`config.mk`:
```
export PLATFORM = sky130hd
export DESIGN_NAME = edge_seq_ctrl
export DESIGN_NICKNAME = d
export VERILOG_FILES = /design/src/rtl/edge_seq_ctrl.sv
export SDC_FILE = /design/constraint.sdc
export NUM_CORES = 1
export LEC_CHECK = 0
export CAP_MARGIN = 15
export CORE_UTILIZATION = 46
export DETAILED_ROUTE_END_ITERATION = 10
export PLACE_DENSITY = 0.83
export SLEW_MARGIN = 10
export SYNTH_ARGS = -nofsm -noshare
export SYNTH_HDL_FRONTEND = slang
export SYNTH_SLANG_ARGS = --single-unit
```
`constraint.sdc`:
```
create_clock -name iCLK -period 3.5 [get_ports iCLK]
set_clock_uncertainty 0.15 [all_clocks]
set_input_delay 0.525 -clock iCLK [delete_from_list [all_inputs] [get_ports iCLK]]
set_output_delay 0.525 -clock iCLK [all_outputs]
set_load 0.02 [all_outputs]
```
`src/rtl/edge_seq_ctrl.sv`:
```
// Frame sequencer for the Bayer-to-grayscale edge datapath: tracks frame phase,
// latches user mode requests at frame boundaries and aligns valid/border flags.
module edge_seq_ctrl #(
  parameter int IMG_W    = 1280,
  parameter int IMG_H    = 960,
  parameter int PIPE_LAT = 4
) (
  input  logic        iCLK,
  input  logic        iRST,
  input  logic        iDVAL,
  input  logic [10:0] iX_Cont,
  input  logic [10:0] iY_Cont,
  input  logic        iEdgeReq,
  input  logic        iHorizReq,
  output logic        oLB_CLKEN,
  output logic        oModeEdge,
  output logic        oModeHoriz,
  output logic        oWinValid,
  output logic        oDVAL,
  output logic        oBorder,
  output logic        oFrameDone,
  output logic [7:0]  oFrameCnt,
  output logic [1:0]  oState
);

  typedef enum logic [1:0] {
    IDLE = 2'd0,
    FILL = 2'd1,
    RUN  = 2'd2,
    FEND = 2'd3
  } stateT;

  stateT state;

  logic                gray;
  logic [9:0]          grayX;
  logic [9:0]          grayY;
  logic                frameStart;
  logic                frameEnd;
  logic                pipeIn;
  logic                borderIn;
  logic [1:0]          edgeSync;
  logic [1:0]          horizSync;
  logic [PIPE_LAT-1:0] dvalPipe;
  logic [PIPE_LAT-1:0] borderPipe;

  // One grayscale sample per 2x2 Bayer quad, taken on its top-left pixel.
  assign gray  = iDVAL & ~iX_Cont[0] & ~iY_Cont[0];
  assign grayX = iX_Cont[10:1];
  assign grayY = iY_Cont[10:1];

  assign frameStart = iDVAL && (iX_Cont == 11'd0) && (iY_Cont == 11'd0);
  assign frameEnd   = iDVAL && (iX_Cont == 11'(IMG_W - 1)) && (iY_Cont == 11'(IMG_H - 1));

  // Samples seen while idle belong to no frame and never reach the datapath.
  assign pipeIn   = gray && ((state == FILL) || (state == RUN));
  assign borderIn = pipeIn && ((grayY < 10'd2) || (grayX < 10'd2)) && oModeEdge;

  assign oLB_CLKEN = iDVAL;
  assign oDVAL     = dvalPipe[PIPE_LAT-1];
  assign oBorder   = borderPipe[PIPE_LAT-1];
  assign oState    = state;

  // NOTE: the alignment shift register is reset like any other flop so an
  // aborted frame cannot leak stale valids into the next one.
  always_ff @(posedge iCLK or posedge iRST) begin
    if (iRST) begin
      dvalPipe   <= '0;
      borderPipe <= '0;
      edgeSync   <= '0;
      horizSync  <= '0;
    end else begin
      dvalPipe[0]   <= pipeIn;
      borderPipe[0] <= borderIn;
      for (int i = 1; i < PIPE_LAT; i++) begin
        dvalPipe[i]   <= dvalPipe[i-1];
        borderPipe[i] <= borderPipe[i-1];
      end
      edgeSync  <= {edgeSync[0], iEdgeReq};
      horizSync <= {horizSync[0], iHorizReq};
    end
  end

  // NOTE: all state is updated with non-blocking assignments so every branch
  // below sees the pre-edge values of state and counters.
  always_ff @(posedge iCLK or posedge iRST) begin
    if (iRST) begin
      state      <= IDLE;
      oModeEdge  <= 1'b0;
      oModeHoriz <= 1'b0;
      oWinValid  <= 1'b0;
      oFrameDone <= 1'b0;
      oFrameCnt  <= 8'd0;
    end else begin
      oFrameDone <= 1'b0;
      oWinValid  <= gray && (state == RUN) && (grayX >= 10'd2);
      unique case (state)
        IDLE: if (frameStart) state <= FILL;
        FILL: begin
          if (frameStart) state <= FILL;
          else if (gray && (grayY == 10'd2) && (grayX == 10'd0)) state <= RUN;
        end
        RUN: begin
          // A restart wins over frame end: short frames are not counted.
          if (frameStart) begin
            state <= FILL;
          end else if (frameEnd) begin
            state      <= FEND;
            oFrameDone <= 1'b1;
            oFrameCnt  <= oFrameCnt + 8'd1;
          end
        end
        FEND: begin
          state      <= IDLE;
          oModeEdge  <= edgeSync[1];
          oModeHoriz <= horizSync[1];
        end
        default: state <= IDLE;
      endcase
    end
  end

endmodule

```
Word-level counts from Yosys, hierarchy flattened. Index checks and enable logic that the tools add are counted.

Bitwise logic cells: 5. Order comparisons: 3. Eq/ne operators: 9. Reductions and logical operators: 19. $add $sub $neg: 1. Muxes and demuxes: 9.

Operators by type and width (count): $logic_not A11 Y1 (2); $lt A10 B2 Y1 const B (2); $eq A11 B10 Y1 const B (1); $eq A11 B11 Y1 const B (1); $logic_and A1 B1 Y1 (11); $eq A10 B2 Y1 const B (1); $ge A10 B2 Y1 const B (1); $logic_not A10 Y1 (1); $mux W2 (5); $add A8 B1 Y8 const B (1); $pmux W2 S4 (1); $reduce_and A3 Y1 (2); $eq A2 B2 Y1 const B (2); $mux W1 (3); $ne A3 B2 Y1 const B (1); $ne A3 B3 Y1 const B (1); $not A1 Y1 (3); $and A1 B1 Y1 (2); $eq A2 B1 Y1 const B (1); $logic_not A2 Y1 (1); $logic_or A1 B1 Y1 (2); $ne A2 B2 Y1 const B (1).

Output and inout bits: 17. Bits in registers: 26.

Longest topological paths before layout. Gate-level depths: netlist of the first run.

Depth in word-level cells: 8. Mapped depth: 6. Gate-level depth less buffers: 6.

Worst setup path after synthesis of the first run. No wires, ideal clock.

Path type: input to register. Start: in iX_Cont[1]. End: reg state[1], in the netlist oState[1]. Slack: 1.484 ns. Setup time: 0.077 ns. Cell stages on the path: 5. Data required time: 3.273 ns. Buffers on the path: 0. Arrival time: 1.789 ns. Cell sequence: nor4_2 > nand4_2 > o21a_1 > or4_1 > a21oi_1.

Cells in the longest elaborated chain, start to end: 5. Elaborated cells on any way between the ends: 15. Those cells by class: 4 x eq/ne; 3 x mux; 8 x reduce/logical.

Ends and longest elaborated chain: start, declared (line 11) `input logic [10:0] iX_Cont,`; $eq A11 B11 Y1 / $logic_not A11 Y1 (equally long branches) (line 53, 52); $logic_and A1 B1 Y1, on equally long branches (2 in series) (line 53, 52); $ne A3 B3 Y1 (no line) (tied with other cells); $reduce_and A3 Y1 (no line) / $pmux W2 S4 (equally long branches); end signal, assigned (line 88) `state <= IDLE;`; end signal, assigned (line 98) `IDLE: if (frameStart) state <= FILL;`; end signal, assigned (line 100) `if (frameStart) state <= FILL;`; end, declared (line 33) `stateT state;`.

Several ways; a longest one is shown, not always the timed one. A chain may end at the register's enable or synchronous reset.

Worst setup path after layout of the first run.
Start: in iX_Cont[0]. End: reg state[1], in the netlist oState[1].

Cells in the longest elaborated chain, start to end: 7. Elaborated cells on any way between the ends: 18. Those cells by class: 4 x eq/ne; 3 x mux; 3 x bitwise; 8 x reduce/logical.

Ends and longest elaborated chain: $not A1 Y1 (line 48) `assign gray = iDVAL & ~iX_Cont[0] & ~iY_Cont[0];`; $and A1 B1 Y1 (2 in series) (line 48); $logic_and A1 B1 Y1 (2 in series) (line 101) `else if (gray && (grayY == 10'd2) && (grayX == 10'd0)) state <= RUN;`; $ne A3 B2 Y1 (no line); $reduce_and A3 Y1 (no line); end signal, assigned (line 100); end signal, assigned (line 101); end signal, assigned (line 106) `state <= FILL;`.

Several ways; a longest one is shown, not always the timed one.

==> impl_results.html, run 1 <==
<table>
<tr><th>Metric</th><th>Value</th></tr>
<tr><th colspan="2">Die</th></tr>
<tr><td>Area of the core region</td><td>2320 um2</td></tr>
<tr><td>Row Count</td><td>17</td></tr>
<tr><td>Die width</td><td>52.6 um</td></tr>
<tr><td>Starting Density</td><td>50.8%</td></tr>
<tr><td>Die H</td><td>52.6 um</td></tr>
<tr><td>Area of the die</td><td>2770 um2</td></tr>
<tr><td>Number of top-level pins</td><td>44</td></tr>
<tr><th colspan="2">Finish</th></tr>
<tr><td>N_diodes</td><td>0</td></tr>
<tr><td>Final Net Count</td><td>176</td></tr>
<tr><td>Final Instance Count excl. Fillers</td><td>170</td></tr>
<tr><td>Share of layout cells above drive strength 1</td><td>9.15%</td></tr>
<tr><td>Area growth syn-to-layout</td><td>42.9%</td></tr>
<tr><td>Post-layout instance area</td><td>1680 um2</td></tr>
<tr><td>Commonest non-fill, non-tap cells in the layout</td><td>43 x clkdlybuf4s50_1, 26 x dfrtp_1</td></tr>
<tr><td>Most common library cell in the layout ignoring fill and taps</td><td>clkdlybuf4s50_1</td></tr>
<tr><th colspan="2">Critical path</th></tr>
<tr><td>FF-to-FF Start</td><td>oState[0]$_DFFE_PP0P_</td></tr>
<tr><td>Number of cells traversed by the worst register-to-register path</td><td>6</td></tr>
<tr><td>Worst path arrival time</td><td>2.45 ns</td></tr>
<tr><td>Maximum net fanout on the critical path</td><td>4</td></tr>
<tr><td>Setup slack, reg-to-reg</td><td>1.42 ns</td></tr>
<tr><td>Kind of capture point of the worst setup path</td><td>flop</td></tr>
<tr><td>Reg2Reg Capture Point</td><td>oState[1]$_DFFE_PP0P_</td></tr>
<tr><td>Class of the most critical setup path</td><td>primary input to flop</td></tr>
<tr><td>Nature of the critical path startpoint</td><td>primary input</td></tr>
<tr><td>CP Data Required Time</td><td>3.60 ns</td></tr>
<tr><th colspan="2">Clock network</th></tr>
<tr><td>Largest buffer count on any clock path</td><td>2</td></tr>
<tr><td>Worst-Skew Late Latency</td><td>0.32 ns</td></tr>
<tr><td>CTS tree</td><td>built</td></tr>
<tr><td>Clk slew on worst S/H paths</td><td>0.14 ns</td></tr>
<tr><td>Hold buffer count at CTS</td><td>0</td></tr>
<tr><td>Count of cells resized by post-cts repair</td><td>0</td></tr>
<tr><td>Total number of clock tree sinks</td><td>26</td></tr>
<tr><td>Clock root buffer master</td><td>clkbuf_4</td></tr>
<tr><td>Post-CTS setup buffer count</td><td>0</td></tr>
<tr><td>Maximum level of the CTS H-tree</td><td>1</td></tr>
<tr><td>Total CTS buffers</td><td>3</td></tr>
<tr><th colspan="2">Place</th></tr>
<tr><td>Worst setup timing slack at the placement stage</td><td>0.869 ns</td></tr>
<tr><td>HPWL Detailed</td><td>1970 um</td></tr>
<tr><td>Number of placed cells counting well taps</td><td>166</td></tr>
<tr><td>Cell Area, Placed</td><td>1630 um2</td></tr>
<tr><td>Final RePlAce weighted congestion</td><td>0.831</td></tr>
<tr><td>Count of buffers from port buffering</td><td>43</td></tr>
<tr><th colspan="2">STA</th></tr>
<tr><td>Slew headroom</td><td>37.7%</td></tr>
<tr><td>Setup tns final</td><td>0 ns</td></tr>
<tr><td>Setup repair after global routing missed its margin</td><td>no</td></tr>
<tr><td>Final clock period utilization by the worst path</td><td>67.1%</td></tr>
<tr><td>Timing-limited maximum frequency</td><td>426 MHz</td></tr>
<tr><td>Pin slew with the least headroom to its limit</td><td>0.933 ns</td></tr>
<tr><td>Worst setup margin</td><td>1.15 ns</td></tr>
<tr><td>Minimum clock period after layout</td><td>2.35 ns</td></tr>
<tr><td>Final hold viol count</td><td>0</td></tr>
<tr><td>Final count of negative-setup-slack endpoints</td><td>0</td></tr>
<tr><td>Number of pins exceeding their max-slew limit in the final report</td><td>0</td></tr>
<tr><th colspan="2">Logic synthesis</th></tr>
<tr><td>Total of flip-flops plus latches after synthesis</td><td>26</td></tr>
<tr><td>Synth warnings</td><td>0</td></tr>
<tr><td>Synthesized-area fraction occupied by ao, oa, aoi and oai cells</td><td>4.99%</td></tr>
<tr><td>Number of instances in the synthesized netlist</td><td>97</td></tr>
<tr><td>Share of synthesized registers carrying an async set or reset</td><td>100%</td></tr>
<tr><td>Sequential fraction of the synthesis area</td><td>55.3%</td></tr>
<tr><td>Post-synth top area share</td><td>55.3%</td></tr>
<tr><td>Cell type with the highest aggregate area in the netlist</td><td>dfrtp_1</td></tr>
<tr><td>Average footprint of a synthesized cell</td><td>12.1 um2</td></tr>
<tr><td>Net Count, Synth</td><td>130</td></tr>
<tr><td>Synthesized-area fraction occupied by adder cells</td><td>6.38%</td></tr>
<tr><td>Synthesized area</td><td>1180 um2</td></tr>
<tr><td>Combinational family with the most area after synthesis</td><td>simple AND/OR/NAND/NOR gates</td></tr>
<tr><td>Simple-gate portion of the synthesized area</td><td>22.6%</td></tr>
<tr><td>Count of cell types in the netlist</td><td>32</td></tr>
<tr><td>Biggest area contributors in the synthesized netlist</td><td>dfrtp_1 55%, ha_1 6.4%, xnor2_1 4.5%</td></tr>
<tr><td>Primary FF master, synth</td><td>dfrtp_1</td></tr>
<tr><td>Multiplexer share of the synthesized area</td><td>2.87%</td></tr>
<tr><td>Fraction of synthesized cell area in xor and xnor cells</td><td>5.21%</td></tr>
<tr><td>Number of enable-type register cells in the synthesized netlist</td><td>0</td></tr>
<tr><th colspan="2">Power</th></tr>
<tr><td>Fraction of power consumed by combinational cells</td><td>30.2%</td></tr>
<tr><td>PwrDens</td><td>474 nW/um2</td></tr>
<tr><td>Sequential power share</td><td>44.4%</td></tr>
<tr><td>Standby leakage power</td><td>0.000719 uW</td></tr>
<tr><td>Switching share of total power</td><td>29.2%</td></tr>
<tr><td>Maximum VDD drop</td><td>0.483 mV</td></tr>
<tr><td>Switching power total</td><td>233 uW</td></tr>
<tr><td>Int Pwr</td><td>565 uW</td></tr>
<tr><td>Clock share of power</td><td>25.4%</td></tr>
<tr><th colspan="2">Worst hold path</th></tr>
<tr><td>Class of the tightest hold or removal check</td><td>flop to flop</td></tr>
<tr><td>WHS Path Cells</td><td>0</td></tr>
<tr><td>Sink of the worst hold path</td><td>dvalPipe[3]$_DFF_PP0_</td></tr>
<tr><td>Startpoint of the most critical hold path</td><td>dvalPipe[2]$_DFF_PP0_</td></tr>
<tr><th colspan="2">Global routing</th></tr>
<tr><td>Overall overflow remaining after global route</td><td>0</td></tr>
<tr><td>Vias in the first global route</td><td>912</td></tr>
<tr><td>First-pass GRT wire length</td><td>3860 um</td></tr>
<tr><td>Number of antenna violations at the first check in global routing</td><td>0</td></tr>
<tr><td>GRT Util Overall</td><td>20.1%</td></tr>
<tr><td>Maximum number of pins on one net before global-route repair</td><td>27</td></tr>
<tr><th colspan="2">Drt</th></tr>
<tr><td>M1 wire length</td><td>951 um</td></tr>
<tr><td>Highest Signal Layer</td><td>met4</td></tr>
<tr><td>Vias post-DR</td><td>930</td></tr>
<tr><td>Drt first-iter violations</td><td>5</td></tr>
<tr><td>Detailed Route WL</td><td>2380 um</td></tr>
<tr><td>Via density per instance</td><td>5.47</td></tr>
<tr><td>Antenna Nets Post-Route</td><td>0</td></tr>
<tr><td>DR pass1 iterations</td><td>4</td></tr>
<tr><td>Met3 Routed Length</td><td>111 um</td></tr>
<tr><td>Wire length per cell after detailed routing</td><td>14.0 um</td></tr>
<tr><td>Remaining routing DRC violations</td><td>0</td></tr>
<tr><td>Total met2 wirelength after detailed routing</td><td>1230 um</td></tr>
<tr><th colspan="2">Run</th></tr>
<tr><td>Maxcap violations</td><td>0</td></tr>
<tr><th colspan="2">Run status</th></tr>
<tr><td>Outcome</td><td>finished clean</td></tr>
</table>
critical path: stages:
cell             delay [ns]
clkdlybuf4s50_1        0.51
nand4_1                0.12
o41ai_1                0.43
o211ai_1               0.22
or4_1                  0.50
a21oi_1                0.15
final cells by class:
class | instances | area (um2)
fillers | 173 | 636
flip-flops and latches | 26 | 651
inverters | 5 | 18.8
clock inverters | 1 | 30.0
well taps | 28 | 35.0
multi-input cells | 64 | 495
clock buffers | 3 | 22.5
repair buffers | 43 | 430
cell families after synthesis:
logic type	Yosys count
AO/OA/AOI/OAI	9
XOR/XNOR	7
adder cells (fa/ha/maj)	6
buffers and inverters	7
flip-flops	26
multiplexers	3
AND/OR/NAND/NOR	39
Yosys cell counts (3+ instances only):
library cell and instances:
dfrtp_1 26, nand2_1 3, a21oi_1 3, xnor2_1 6, and3_1 3, nor4_1 4
and2_1 4, nand4_1 6, nor2_1 3, ha_1 6, inv_1 5, mux2_2 3
nand3_1 6
stage by stage:
step           total power (uW)  util (%)  hold slack, ns
6_report                    797      72.6           0.215
5_1_grt                     841      72.6           0.225
4_1_cts                     800      72.6           0.215
3_5_place_dp                602      70.3           0.185
3_3_place_gp                589      70.3           0.182
2_1_floorplan               486         -           0.181
state kept, by name, summed over array words and instances (netlist names):
register    flops
borderPipe      4
dvalPipe        4
edgeSync        2
horizSync       2
oFrameCnt       8
oFrameDone      1
oModeEdge       1
oModeHoriz      1
oState          2
oWinValid       1
power by group through the flow:
stage / logic (uW) / registers [uW] / clock network, uW
3_5_place_dp: 242 / 360 / 0
6_report: 241 / 354 / 202
5_1_grt: 263 / 359 / 219
4_1_cts: 242 / 355 / 202
2_1_floorplan: 104 / 382 / 0
3_3_place_gp: 230 / 358 / 0
metal layers:
layer | up-vias | global-route usage (%)
li1 | 442 | -
met1 | 437 | 22.3
met2 | 42 | 36.1
met3 | 9 | 1.74
met4 | 0 | 13.2
met5 | - | 0
how the worst max path moves through the flow:
stage	from	to	slack, ns	cells after the start
2_1_floorplan	iX_Cont[1]	oState[1]$_DFFE_PP0P_	1.48	5
3_3_place_gp	iX_Cont[10]	oState[1]$_DFFE_PP0P_	0.88	6
3_5_place_dp	iX_Cont[0]	oState[1]$_DFFE_PP0P_	0.87	6
4_1_cts	iDVAL	oLB_CLKEN	1.18	2
5_1_grt	iX_Cont[10]	oState[1]$_DFFE_PP0P_	1.07	6
6_report	iX_Cont[0]	oState[1]$_DFFE_PP0P_	1.15	6
Note: power is estimated with default switching activity, not from simulation.
==> inputs of run 2 (changes only) <==
CORE_UTILIZATION = 43   (was 46)
PLACE_DENSITY = 0.78   (was 0.83)
clock period = 2.4 ns   (was 3.5 ns; I/O delays follow)
==> impl_results.html, run 2 (same netlist as run 1, synthesis figures left out) <==
<table>
<tr><th>Metric</th><th>Value</th></tr>
<tr><th colspan="2">Power</th></tr>
<tr><td>Standby leakage power</td><td>0.000744 uW (+3.4%)</td></tr>
<tr><td>Maximum VDD drop</td><td>0.624 mV (+29%)</td></tr>
<tr><td>PwrDens</td><td>688 nW/um2 (+45%)</td></tr>
<tr><th colspan="2">Global routing</th></tr>
<tr><td>Overall overflow remaining after global route</td><td>0 (unchanged)</td></tr>
<tr><td>GRT Util Overall</td><td>18.3% (-1.8 points)</td></tr>
<tr><td>First-pass GRT wire length</td><td>3810 um (-1.3%)</td></tr>
<tr><td>Maximum number of pins on one net before global-route repair</td><td>27 (unchanged)</td></tr>
<tr><td>Vias in the first global route</td><td>943 (+3.4%)</td></tr>
<tr><td>Number of antenna violations at the first check in global routing</td><td>0 (unchanged)</td></tr>
<tr><th colspan="2">Die</th></tr>
<tr><td>Number of top-level pins</td><td>44 (unchanged)</td></tr>
<tr><td>Area of the core region</td><td>2520 um2 (+8.8%)</td></tr>
<tr><td>Die width</td><td>54.3 um (+3.3%)</td></tr>
<tr><td>Area of the die</td><td>2950 um2 (+6.7%)</td></tr>
<tr><td>Starting Density</td><td>46.7% (-4.1 points)</td></tr>
<tr><td>Die H</td><td>54.3 um (+3.3%)</td></tr>
<tr><td>Row Count</td><td>18 (+1)</td></tr>
<tr><th colspan="2">Clock network</th></tr>
<tr><td>Post-CTS setup buffer count</td><td>0 (unchanged)</td></tr>
<tr><td>Largest buffer count on any clock path</td><td>2 (unchanged)</td></tr>
<tr><td>Clk slew on worst S/H paths</td><td>0.14 ns (about the same)</td></tr>
<tr><td>Hold buffer count at CTS</td><td>0 (unchanged)</td></tr>
<tr><td>Maximum level of the CTS H-tree</td><td>1 (unchanged)</td></tr>
<tr><td>Total number of clock tree sinks</td><td>26 (unchanged)</td></tr>
<tr><td>Worst-Skew Late Latency</td><td>0.31 ns (about the same)</td></tr>
<tr><td>Total CTS buffers</td><td>3 (unchanged)</td></tr>
<tr><td>CTS tree</td><td>built</td></tr>
<tr><td>Clock root buffer master</td><td>clkbuf_4</td></tr>
<tr><td>Count of cells resized by post-cts repair</td><td>0 (unchanged)</td></tr>
<tr><th colspan="2">STA</th></tr>
<tr><td>Slew headroom</td><td>74.9% (+37 points)</td></tr>
<tr><td>Final count of negative-setup-slack endpoints</td><td>0 (unchanged)</td></tr>
<tr><td>Minimum clock period after layout</td><td>2.10 ns</td></tr>
<tr><td>Setup repair after global routing missed its margin</td><td>no</td></tr>
<tr><td>Number of pins exceeding their max-slew limit in the final report</td><td>0 (unchanged)</td></tr>
<tr><td>Worst hold slack</td><td>0.216 ns (+0.000786 ns)</td></tr>
<tr><td>Pin slew with the least headroom to its limit</td><td>0.373 ns (-0.560 ns)</td></tr>
<tr><td>Timing-limited maximum frequency</td><td>475 MHz</td></tr>
<tr><td>Final clock period utilization by the worst path</td><td>87.7%</td></tr>
<tr><td>Final hold viol count</td><td>0 (unchanged)</td></tr>
<tr><th colspan="2">Run</th></tr>
<tr><td>Maxcap violations</td><td>0 (unchanged)</td></tr>
<tr><th colspan="2">Finish</th></tr>
<tr><td>Largest regs</td><td>oFrameCnt (8), borderPipe (4), dvalPipe (4)</td></tr>
<tr><td>Area growth syn-to-layout</td><td>46.3%</td></tr>
<tr><td>Final Net Count</td><td>181 (+2.8%)</td></tr>
<tr><td>Register bank with the most flops</td><td>oFrameCnt</td></tr>
<tr><td>Total of fill cells in the finished design</td><td>192 (+11%)</td></tr>
<tr><td>Number of flip-flops in the largest register</td><td>8 (unchanged)</td></tr>
<tr><td>Post-layout instance area</td><td>1720 um2 (+2.4%)</td></tr>
<tr><td>N_diodes</td><td>0 (unchanged)</td></tr>
<tr><td>Commonest non-fill, non-tap cells in the layout</td><td>43 x clkdlybuf4s50_1, 26 x dfrtp_1</td></tr>
<tr><td>Most common library cell in the layout ignoring fill and taps</td><td>clkdlybuf4s50_1</td></tr>
<tr><td>Share of layout cells above drive strength 1</td><td>12.2% (+3.1 points)</td></tr>
<tr><th colspan="2">Place</th></tr>
<tr><td>HPWL Detailed</td><td>2080 um (+5.5%)</td></tr>
<tr><td>Cell Area, Placed</td><td>1670 um2 (+2.5%)</td></tr>
<tr><td>Final RePlAce weighted congestion</td><td>0.881 (+6.0%)</td></tr>
<tr><td>Count of buffers from port buffering</td><td>43 (unchanged)</td></tr>
<tr><th colspan="2">Drt</th></tr>
<tr><td>Antenna Nets Post-Route</td><td>0 (unchanged)</td></tr>
<tr><td>Detailed Route WL</td><td>2500 um (+5.0%)</td></tr>
<tr><td>Vias post-DR</td><td>958 (+3.0%)</td></tr>
<tr><td>Wire length per cell after detailed routing</td><td>14.1 um (+0.84%)</td></tr>
<tr><td>Drt first-iter violations</td><td>15 (+10)</td></tr>
<tr><td>Remaining routing DRC violations</td><td>0 (unchanged)</td></tr>
<tr><td>DR pass1 iterations</td><td>4 (unchanged)</td></tr>
<tr><td>Via density per instance</td><td>5.41 (-1.1%)</td></tr>
<tr><th colspan="2">Critical path</th></tr>
<tr><td>Maximum net fanout on the critical path</td><td>4 (unchanged)</td></tr>
<tr><td>Worst Path Buf+Inv</td><td>1 (unchanged)</td></tr>
<tr><td>Nature of the critical path startpoint</td><td>primary input</td></tr>
<tr><td>Kind of capture point of the worst setup path</td><td>flop</td></tr>
<tr><td>Class of the most critical setup path</td><td>primary input to flop</td></tr>
<tr><td>Sequence of cells on the critical path</td><td>clkdlybuf4s50_1, nor4_1, nand3_1, o21a_1, or4_1, a21oi_1</td></tr>
<tr><td>CP Data Required Time</td><td>2.51 ns (-1.09 ns)</td></tr>
<tr><td>Slowest CP cell</td><td>or4_1</td></tr>
<tr><td>Crit-path leading delay family</td><td>simple AND/OR/NAND/NOR gates</td></tr>
<tr><td>Max stage delay on crit path</td><td>0.51 ns (about the same)</td></tr>
<tr><td>Worst path arrival time</td><td>2.21 ns (-0.24 ns)</td></tr>
<tr><th colspan="2">Worst hold path</th></tr>
<tr><td>Class of the tightest hold or removal check</td><td>flop to flop</td></tr>
<tr><th colspan="2">Run status</th></tr>
<tr><td>Outcome</td><td>finished clean</td></tr>
</table>
## run 2: cell type report
class,instances,area [um2],share of cell area (%)
Timing Repair Buffer,48,468,27.2
Clock inverter,1,30.0,1.74
Multi-Input combinational cell,64,495,28.8
Sequential cell,26,651,37.8
Tap cell,30,37.5,2.18
Inverter,5,18.8,1.09
Clock buffer,3,22.5,1.31
## run 2: power breakdown
| part | total (uW) | internal [uW] | switching (uW) |
|---|---|---|---|
| clock network | 294 | 169 | 125 |
| registers | 516 | 480 | 36.6 |
| logic | 375 | 192 | 183 |
## run 2: worst paths after layout
check / start / end / slack, ns / depth (start not counted)
min: dvalPipe[2]$_DFF_PP0_ / dvalPipe[3]$_DFF_PP0_ / 0.22 / 0
min in group asynchronous: iRST / borderPipe[3]$_DFF_PP0_ / 0.23 / 3
max: iY_Cont[3] / oState[1]$_DFFE_PP0P_ / 0.30 / 6
max in group asynchronous: iRST / oWinValid$_DFF_PP0_ / 1.64 / 3
min reg2reg: dvalPipe[2]$_DFF_PP0_ / dvalPipe[3]$_DFF_PP0_ / 0.22 / 0
max reg2reg: oState[0]$_DFFE_PP0P_ / oState[1]$_DFFE_PP0P_ / 0.41 / 6
## run 2: per-layer routing
| layer | part of all wire [%] | vias up | wire [um] | GRT usage (%) |
|---|---|---|---|---|
| met5 | 0 | - | 0 | 0 |
| met4 | 1.9 | 0 | 47 | 10.7 |
| met3 | 5.4 | 4 | 134 | 3.06 |
| met2 | 52 | 54 | 1300 | 32.9 |
| met1 | 41 | 446 | 1020 | 19.9 |
| li1 | - | 454 | - | - |
## run 2: per-stage QoR
stage	setup slack (ns)	TNS, ns	cells	utilization, %	power [uW]
6_report	0.296	0	177	68.3	1190
5_1_grt	0.255	0	177	68.3	1240
4_1_cts	0.309	0	177	68.3	1190
3_5_place_dp	-0.0182	-0.0182	173	66.2	897
3_3_place_gp	0.0309	0	173	66.2	875
2_1_floorplan	0.455	0	97	-	708
==> inputs of run 3 (changes only) <==
SLEW_MARGIN = 20   (was 10)
==> results of run 3 <==
The final DEF is identical to that of run 2; final timing and power are the same.
